File: config.mk
export PLATFORM = sky130hd
export DESIGN_NAME = dice_game_ctrl
export DESIGN_NICKNAME = d
export VERILOG_FILES = /design/src/rtl/dice_game_ctrl.sv
export SDC_FILE = /design/constraint.sdc
export NUM_CORES = 1
export LEC_CHECK = 0
export BUFFER_PORTS_ARGS = -buffer_cell sky130_fd_sc_hd__buf_2
export CAP_MARGIN = 20
export CORE_ASPECT_RATIO = 1.2
export CORE_MARGIN = 10
export CORE_UTILIZATION = 35
export CTS_CLUSTER_SIZE = 8
export DETAILED_ROUTE_END_ITERATION = 6
export PLACE_DENSITY = 0.56
export SLEW_MARGIN = 20
export SYNTH_ARGS = -nofsm -noshare
export SYNTH_HDL_FRONTEND = slang
export SYNTH_SLANG_ARGS = --single-unit
export TNS_END_PERCENT = 5
File: constraint.sdc
create_clock -name clk -period 2.77 [get_ports clk]
set_input_delay 0.277 -clock clk [delete_from_list [all_inputs] [get_ports clk]]
set_output_delay 0.277 -clock clk [all_outputs]
set_load 0.05 [all_outputs]
File: src/rtl/dice_game_ctrl.sv
// Purpose: craps-style controller; gates the dice counter while roll is held, scores the sum on release.
// Latency: press/release act on the next rising edge; outcomes and err are visible one cycle after the release edge.
// Backpressure: none; win/lose hold until new_game, and roll is ignored once the game is over.
module dice_game_ctrl #(
    parameter int ROLLS_W = 4
) (
    input  logic               clk,
    input  logic               reset,
    input  logic               roll,
    input  logic               new_game,
    input  logic [3:0]         sum,
    output logic               dice_en,
    output logic [3:0]         point,
    output logic               win,
    output logic               lose,
    output logic               err,
    output logic [ROLLS_W-1:0] rolls
);

    typedef enum logic [2:0] {
        FIRST = 3'd0,
        ROLL1 = 3'd1,
        POINT = 3'd2,
        ROLLP = 3'd3,
        WIN   = 3'd4,
        LOSE  = 3'd5
    } state_t;

    state_t state;
    logic   roll_q;
    logic   press;
    logic   sum_legal;
    logic   rolls_max;

    assign press     = roll & ~roll_q;
    assign sum_legal = (sum >= 4'd2) && (sum <= 4'd12);
    assign rolls_max = &rolls;

    // Moore outputs decoded straight from the state register.
    assign dice_en = (state == ROLL1) || (state == ROLLP);
    assign win     = (state == WIN);
    assign lose    = (state == LOSE);

    // Game state machine plus the point, roll count and error pulse registers.
    always_ff @(posedge clk or negedge reset) begin
        if (!reset) begin
            state  <= FIRST;
            roll_q <= 1'b0;
            point  <= 4'd0;
            rolls  <= '0;
            err    <= 1'b0;
        end else begin
            roll_q <= roll;
            err    <= 1'b0;
            if (new_game) begin
                // Restart wins over any press or release seen on the same edge.
                state <= FIRST;
                point <= 4'd0;
                rolls <= '0;
            end else begin
                case (state)
                    FIRST: if (press) state <= ROLL1;
                    POINT: if (press) state <= ROLLP;
                    ROLL1: begin
                        if (!roll) begin
                            if (!sum_legal) begin
                                err   <= 1'b1;
                                state <= FIRST;
                            end else begin
                                if (!rolls_max) rolls <= rolls + 1'b1;
                                case (sum)
                                    4'd7, 4'd11:        state <= WIN;
                                    4'd2, 4'd3, 4'd12:  state <= LOSE;
                                    default: begin
                                        point <= sum;
                                        state <= POINT;
                                    end
                                endcase
                            end
                        end
                    end
                    ROLLP: begin
                        if (!roll) begin
                            if (!sum_legal) begin
                                err   <= 1'b1;
                                state <= POINT;
                            end else begin
                                if (!rolls_max) rolls <= rolls + 1'b1;
                                if (sum == point)      state <= WIN;
                                else if (sum == 4'd7)  state <= LOSE;
                                else                   state <= POINT;
                            end
                        end
                    end
                    WIN, LOSE: state <= state;
                    default:   state <= FIRST;
                endcase
            end
        end
    end

endmodule

==> impl_metrics.env, run 1 <==
export IMPL_reg2regPathDepth=3
export IMPL_endpoint_kind="register"
export IMPL_initial_core_util=0.358
export IMPL_fin_util=0.419
export IMPL_cap_violations=0
export IMPL_r2r_start="state[2]"
export IMPL_syn2layout_area_growth_pct=17.0
export IMPL_rsz0062_at_grt="no"
export IMPL_dpl_hpwl_um=1390
export IMPL_clk_pin_slew_ns=0.08
export IMPL_period_needed_ns=1.76
export IMPL_finalHoldViolCount=0
export IMPL_min_path_cells=1
export IMPL_drtPass1Iterations=4
export IMPL_gp_congestion=0.781
export IMPL_tightestPinTransition_ns=0.525
export IMPL_required_ns=2.91
export IMPL_globalRoute_totalOverflow=0
export IMPL_drive_gt1_frac=0.238
export IMPL_syn_cell_area_um2=808
export IMPL_grt_start_max_net_pins=14
export IMPL_post_route_period_util=0.635
export IMPL_grt_pass1_wl_um=3280
export IMPL_nNetsFinal=115
export IMPL_reg2reg_slack_ns=1.01
export IMPL_syn_avg_cell_area_um2=9.29
export IMPL_drc_errors=0
export IMPL_p_leak_uw=0.000454
export IMPL_synth_seq_area_share=0.402
export IMPL_slew_violations=0
export IMPL_worstHoldStart="roll"
export IMPL_hold_slack_ns=0.143
export IMPL_rows=19
export IMPL_clock_path_buffers=2
export IMPL_synth_cell_types=36
export IMPL_critPathKind="reg2reg"
export IMPL_grt_pass1_vias=727
export IMPL_clkPwrFrac=0.291
export IMPL_ant_nets=0
export IMPL_vias=696
export IMPL_internal_power_uw=280
export IMPL_fin_skew_ns=0.000597
export IMPL_cp_arrival_ns=1.90
export IMPL_status="completed"
export IMPL_portBuffers=19
export IMPL_finalNonFillerCells=136
export IMPL_core_um2=2260
export IMPL_dieArea_um2=4640
export IMPL_yosysWarnings=0
export IMPL_finalSetupViolCount=0
export IMPL_via_per_inst=5.12
export IMPL_syn_num_nets=96
export IMPL_slew_headroom=0.646
export IMPL_power_frac_comb=0.198
export IMPL_cts_root_buf="clkbuf_4"
export IMPL_cts_sinks=13
export IMPL_ctsHtreeMaxLevel=1
export IMPL_synth_cells=87
export IMPL_r2r_end="rolls[3]"
export IMPL_vdd_drop_max_mv=0.233
export IMPL_fp_dieW_um=63.9
export IMPL_synth_seq_cells=13
export IMPL_switching_share=0.301
export IMPL_drt_iter0_markers=16
export IMPL_p_switching_uw=121
export IMPL_finalSetupTns_ns=0
export IMPL_hold_path_class="in2reg"
export IMPL_cp_start_kind="register"
export IMPL_grtUsageTotal=0.0850
export IMPL_antenna_found_initial=0
export IMPL_cts_tree="done"
export IMPL_min_to="roll_q"
export IMPL_wl_per_cell_um=13.2
export IMPL_io_pins=20
export IMPL_post_cts_setup_buffer_count=0
export IMPL_wirelength_um=1800
export IMPL_clock_latency_ns=0.27
export IMPL_die_h_um=72.6
export IMPL_powerDensity_nw_per_um2=423
export IMPL_diodes=0
export IMPL_fill_cells=235
export IMPL_crit_fanout=9
export IMPL_cts_buffers_inserted=3
export IMPL_place_inst=131
export IMPL_timing_fmax_mhz=569
export IMPL_pwr_share_seq=0.511
-- state kept, by name (all words and copies together), names as in the netlist --
name and cells:
err 1, roll_q 1, state 3, rolls 4, point 4
-- worst max-delay path by stage --
stage	depth (start not counted)	endpoint	from	slack, ns
after global placement	5	rolls[0]	sum[1]	0.84
after CTS	3	rolls[0]	state[2]	1.01
after global routing	3	rolls[3]	state[2]	0.77
after floorplan	6	rolls[3]	sum[1]	0.95
after detailed placement	5	rolls[0]	sum[1]	0.81
final	3	rolls[3]	state[2]	1.01
-- cells in the final DEF (no fill, tap or decap), types with 2 or more instances in the layout --
cell	Yosys	layout
or3b_2	2	2
nand2_1	11	11
buf_2	1	19
o41ai_1	3	3
o311ai_0	3	3
mux2i_1	4	4
nor3_1	2	2
a21oi_1	2	2
inv_1	4	4
nand2b_1	2	2
xor2_1	4	4
clkbuf_4	0	3
nor4_1	2	2
o21ai_0	4	4
nor2_1	5	5
nand3_1	2	2
dfrtp_1	13	13
o211a_1	2	2
-- per-layer routing --
layer,vias to the layer above,GRT usage,wire length [µm]
met5,-,0,0
met4,0,0.0365,13
met3,2,0.0276,93
met2,16,0.128,802
met1,326,0.108,885
li1,352,-,-
-- cells in the mapped netlist (all sizes together) --
cell,count,area (µm²)
ha,1,12.5
o2111a,1,11.3
nor2,5,18.8
inv,4,15.0
mux2i,4,40.0
nor2b,1,6.26
o211ai,1,7.51
nor3,2,10.0
o311ai,3,26.3
or4bb,1,12.5
nor4,2,12.5
a21oi,2,10.0
nand2,11,41.3
dfrtp,13,325
a221oi,1,8.76
nand4b,1,8.76
or4,1,7.51
o41ai,3,26.3
xor2,4,35.0
nand2b,2,12.5
and3b,1,8.76
nand3,2,10.0
nand3b,1,7.51
o21ai,4,20.0
clkbuf,4,16.3
or3b,3,26.3
o21a,1,7.51
o211a,2,20.0
or2b,1,7.51
buf,2,16.3
a21boi,1,7.51
or3,1,6.26
and3,1,6.26
-- power groups by stage --
stage | Sequential [µW] | Clock (µW) | Combinational (µW)
after floorplan | 215 | 0 | 49.5
after global placement | 209 | 0 | 77.8
after detailed placement | 209 | 0 | 78.5
after CTS | 205 | 120 | 79.7
after global routing | 206 | 134 | 88.6
final | 205 | 116 | 79.3
-- repair_timing --
| action | in CTS | in global routing |
|---|---|---|
| hold buffers | 1 | 0 |
| gates resized for setup | 0 | 0 |
| endpoints found under the hold margin | 13 | 0 |
| endpoints found under the setup margin | 0 | 0 |
-- layout make-up --
cell class                 instances  area, µm²  area share
clock buffer                       4       26.3      0.0278
multi-input combinational         64        435       0.460
timing repair buffer              20        105       0.111
tap                               31       38.8      0.0410
inverter                           4       15.0      0.0159
sequential                        13        325       0.344
-- worst max-delay path, cell delays in order, from the launching register on --
cell	delay [ns]
dfrtp_1	0.47
or4_1	0.68
o311ai_0	0.36
o41ai_1	0.12
-- kinds of logic after synthesis --
logic type / Yosys count / share of synthesized area
AO/OA/AOI/OAI: 19 / 0.180
AND/OR/NAND/NOR: 36 / 0.251
buffers and inverters: 10 / 0.0588
multiplexers: 4 / 0.0495
XOR/XNOR: 4 / 0.0433
adder cells (fa/ha/maj): 1 / 0.0155
flip-flops: 13 / 0.402
-- per-stage QoR --
| stage | total power (µW) | instance area, µm² | worst slack, ns |
|---|---|---|---|
| 2_1_floorplan | 265 | 808 | 0.949 |
| 3_3_place_gp | 287 | 910 | 0.842 |
| 3_5_place_dp | 287 | 910 | 0.812 |
| 4_1_cts | 405 | 946 | 1.01 |
| 5_1_grt | 429 | 946 | 0.774 |
| 6_report | 401 | 946 | 1.01 |
(Power assumes the default switching activity.)
==> run 2: changes to the inputs <==
ABC_AREA = 1   (was unset)
clock period = 1.7 ns   (was 2.77 ns; I/O delays follow)
==> impl_metrics.env, run 2 <==
export IMPL_synth_seq_area_share=0.370
export IMPL_cts_root_buf="clkbuf_4"
export IMPL_clock_path_buffers=2
export IMPL_yosys_top_cells_count="nand2_1 (45), inv_1 (17), nand3_1 (16), dfrtp_1 (13), nor2_1 (12)"
export IMPL_grtUsageTotal=0.0924
export IMPL_power_total_uw=891
export IMPL_cap_violations=0
export IMPL_post_route_period_util=0.850
export IMPL_biggestRegsByFlops="point: 4 flops, rolls: 4 flops, state: 3 flops"
export IMPL_synth_edf_count=0
export IMPL_status="completed"
export IMPL_vias=871
export IMPL_ant_nets=0
export IMPL_mostFrequentLayoutCell="nand2_1"
export IMPL_initial_core_util=0.373
export IMPL_cp_arrival_ns=1.28
export IMPL_clk_pin_slew_ns=0.08
export IMPL_layout_common_cells="nand2_1 (45), buf_2 (19), inv_1 (17)"
export IMPL_synthArstFlopShare=1.00
export IMPL_rows=19
export IMPL_cts_buffers_inserted=3
export IMPL_syn2layout_area_growth_pct=19.7
export IMPL_yosysWarnings=0
export IMPL_hold_path_class="in2reg"
export IMPL_finalHoldViolCount=0
export IMPL_slowest_stage="dfrtp_1"
export IMPL_timing_fmax_mhz=692
export IMPL_yosysMostFrequentCell="nand2_1"
export IMPL_fin_util=0.447
export IMPL_powerDensity_nw_per_um2=848
export IMPL_crit_top_cell="inv_1"
export IMPL_clkPwrFrac=0.219
export IMPL_grt_use_met3=0.0267
export IMPL_diodes=0
export IMPL_gp_congestion=0.804
export IMPL_synth_top_cell_by_area="dfrtp_1"
export IMPL_switching_share=0.415
export IMPL_slew_headroom=0.780
export IMPL_dieArea_um2=4920
export IMPL_grt_busiest_layer="met2"
export IMPL_tightestPinTransition_ns=0.330
export IMPL_drt_iter0_markers=22
export IMPL_fin_ws_ns=0.254
export IMPL_portBuffers=19
export IMPL_drc_errors=0
export IMPL_crit_buf_inv=3
export IMPL_ys_flop_type="dfrtp_1"
export IMPL_p_switching_uw=370
export IMPL_required_ns=1.53
export IMPL_grt_pass1_wl_um=3690
export IMPL_core_um2=2350
export IMPL_drive_gt1_frac=0.209
export IMPL_cts_resized=0
export IMPL_finalSetupViolCount=0
export IMPL_slowest_delay_ns=0.45
export IMPL_grt_start_max_net_pins=14
export IMPL_globalRoute_totalOverflow=0
export IMPL_pre_cts_ws_ns=0.361
export IMPL_finalSetupTns_ns=0
export IMPL_critPathTopFamily="buffers and inverters"
export IMPL_nNetsFinal=163
export IMPL_cts_tree="done"
export IMPL_synthTopCellsByArea="dfrtp_1 (37%), nand2_1 (19%), nand3_1 (9.1%)"
export IMPL_gr_usage_met1=0.115
export IMPL_rsz0062_at_grt="no"
export IMPL_clock_latency_ns=0.28
export IMPL_via_per_inst=4.73
export IMPL_dpl_hpwl_um=1660
export IMPL_critPathKind="reg2out"
export IMPL_synth_cell_types=24
export IMPL_endpoint_kind="output pin"
export IMPL_fp_dieW_um=65.7
export IMPL_grtUsageMet2=0.143
export IMPL_pwr_share_seq=0.415
export IMPL_power_frac_comb=0.367
export IMPL_p_leak_uw=0.000588
export IMPL_synth_seq_cells=13
export IMPL_synth_cells=129
export IMPL_path_cells="inv_1 > nand2_1 > inv_1 > buf_2"
export IMPL_die_h_um=74.9
export IMPL_drtPass1Iterations=4
export IMPL_syn_avg_cell_area_um2=6.81
export IMPL_reg2reg_slack_ns=0.35
export IMPL_cts_sinks=13
export IMPL_ctsHtreeMaxLevel=1
export IMPL_internal_power_uw=522
export IMPL_antenna_found_initial=0
export IMPL_slew_violations=0
export IMPL_fill_cells=259
export IMPL_fin_skew_ns=0.00630
export IMPL_io_pins=20
export IMPL_wirelength_um=2030
export IMPL_wl_per_cell_um=11.0
export IMPL_cp_start_kind="register"
export IMPL_syn_cell_area_um2=878
export IMPL_syn_num_nets=138
export IMPL_grt_pass1_vias=838
export IMPL_period_needed_ns=1.45
export IMPL_crit_fanout=6
export IMPL_netlist_area_leader_share=0.370
export IMPL_vdd_drop_max_mv=0.484
==> run 2: cell count changes in the layout (fill, tap and decap cells not counted), sizes merged, moves of 2 or more <==
| cell | previous run | this run |
|---|---|---|
| inv | 4 | 17 |
| mux2i | 4 | 0 |
| nand2 | 11 | 48 |
| nand2b | 2 | 0 |
| nand3 | 2 | 18 |
| nor2 | 5 | 15 |
| nor4 | 2 | 0 |
| o211a | 2 | 0 |
| o311ai | 3 | 0 |
| o41ai | 3 | 0 |
| or3b | 3 | 0 |
| xor2 | 4 | 1 |
==> run 2: worst paths after layout <==
kind                           from       end  depth (start not counted)
min in group asynchronous     reset       err                          2
setup / recovery           state[2]   dice_en                          4
hold / removal                 roll    roll_q                          1
setup reg to reg           rolls[0]  rolls[2]                          7
hold reg to reg            rolls[1]  rolls[1]                          2
max in group asynchronous     reset  point[3]                          2
==> run 2: layer usage <==
metal,up-vias,wire length (µm)
met5,-,0
met4,0,25
met3,4,118
met2,17,964
met1,392,917
li1,458,-
==> run 2: metrics by stage <==
step           instances  hold WS (ns)  cell area, µm²
6_report             184        0.0331            1050
5_1_grt              184        0.0334            1050
4_1_cts              184        0.0375            1050
3_5_place_dp         179        0.0780            1010
3_3_place_gp         179        0.0759            1010
2_1_floorplan        129        -0.126             878
==> run 2: logic make-up (layout without fill, tap and decap cells) <==
family / count (synthesis) / count (layout) / share of synthesized area
AO/OA/AOI/OAI: 10 / 10 / 0.0669
XOR/XNOR: 1 / 1 / 0.00997
adder cells (fa/ha/maj): 1 / 1 / 0.0142
buffers and inverters: 18 / 42 / 0.0783
flip-flops: 13 / 13 / 0.370
AND/OR/NAND/NOR: 86 / 86 / 0.460
==> run 2: timing repair <==
action | CTS | global route
setup buffers | 0 | 0
hold buffers | 1 | 0
hold endpoints to repair | 13 | 0
==> run 2: area by class of cell <==
class | instances | area, µm² | share of cell area
inverters | 17 | 63.8 | 0.0607
repair buffers | 21 | 113 | 0.107
multi-input cells | 98 | 484 | 0.461
clock buffers | 4 | 26.3 | 0.0250
flip-flops and latches | 13 | 325 | 0.310
well taps | 31 | 38.8 | 0.0369
==> run 2: power groups by stage <==
stage,logic (µW),clock network (µW),registers [µW]
after floorplan,191,0,429
after global placement,328,0,375
after detailed placement,330,0,376
after CTS,332,197,370
after global routing,372,216,377
final,327,195,370
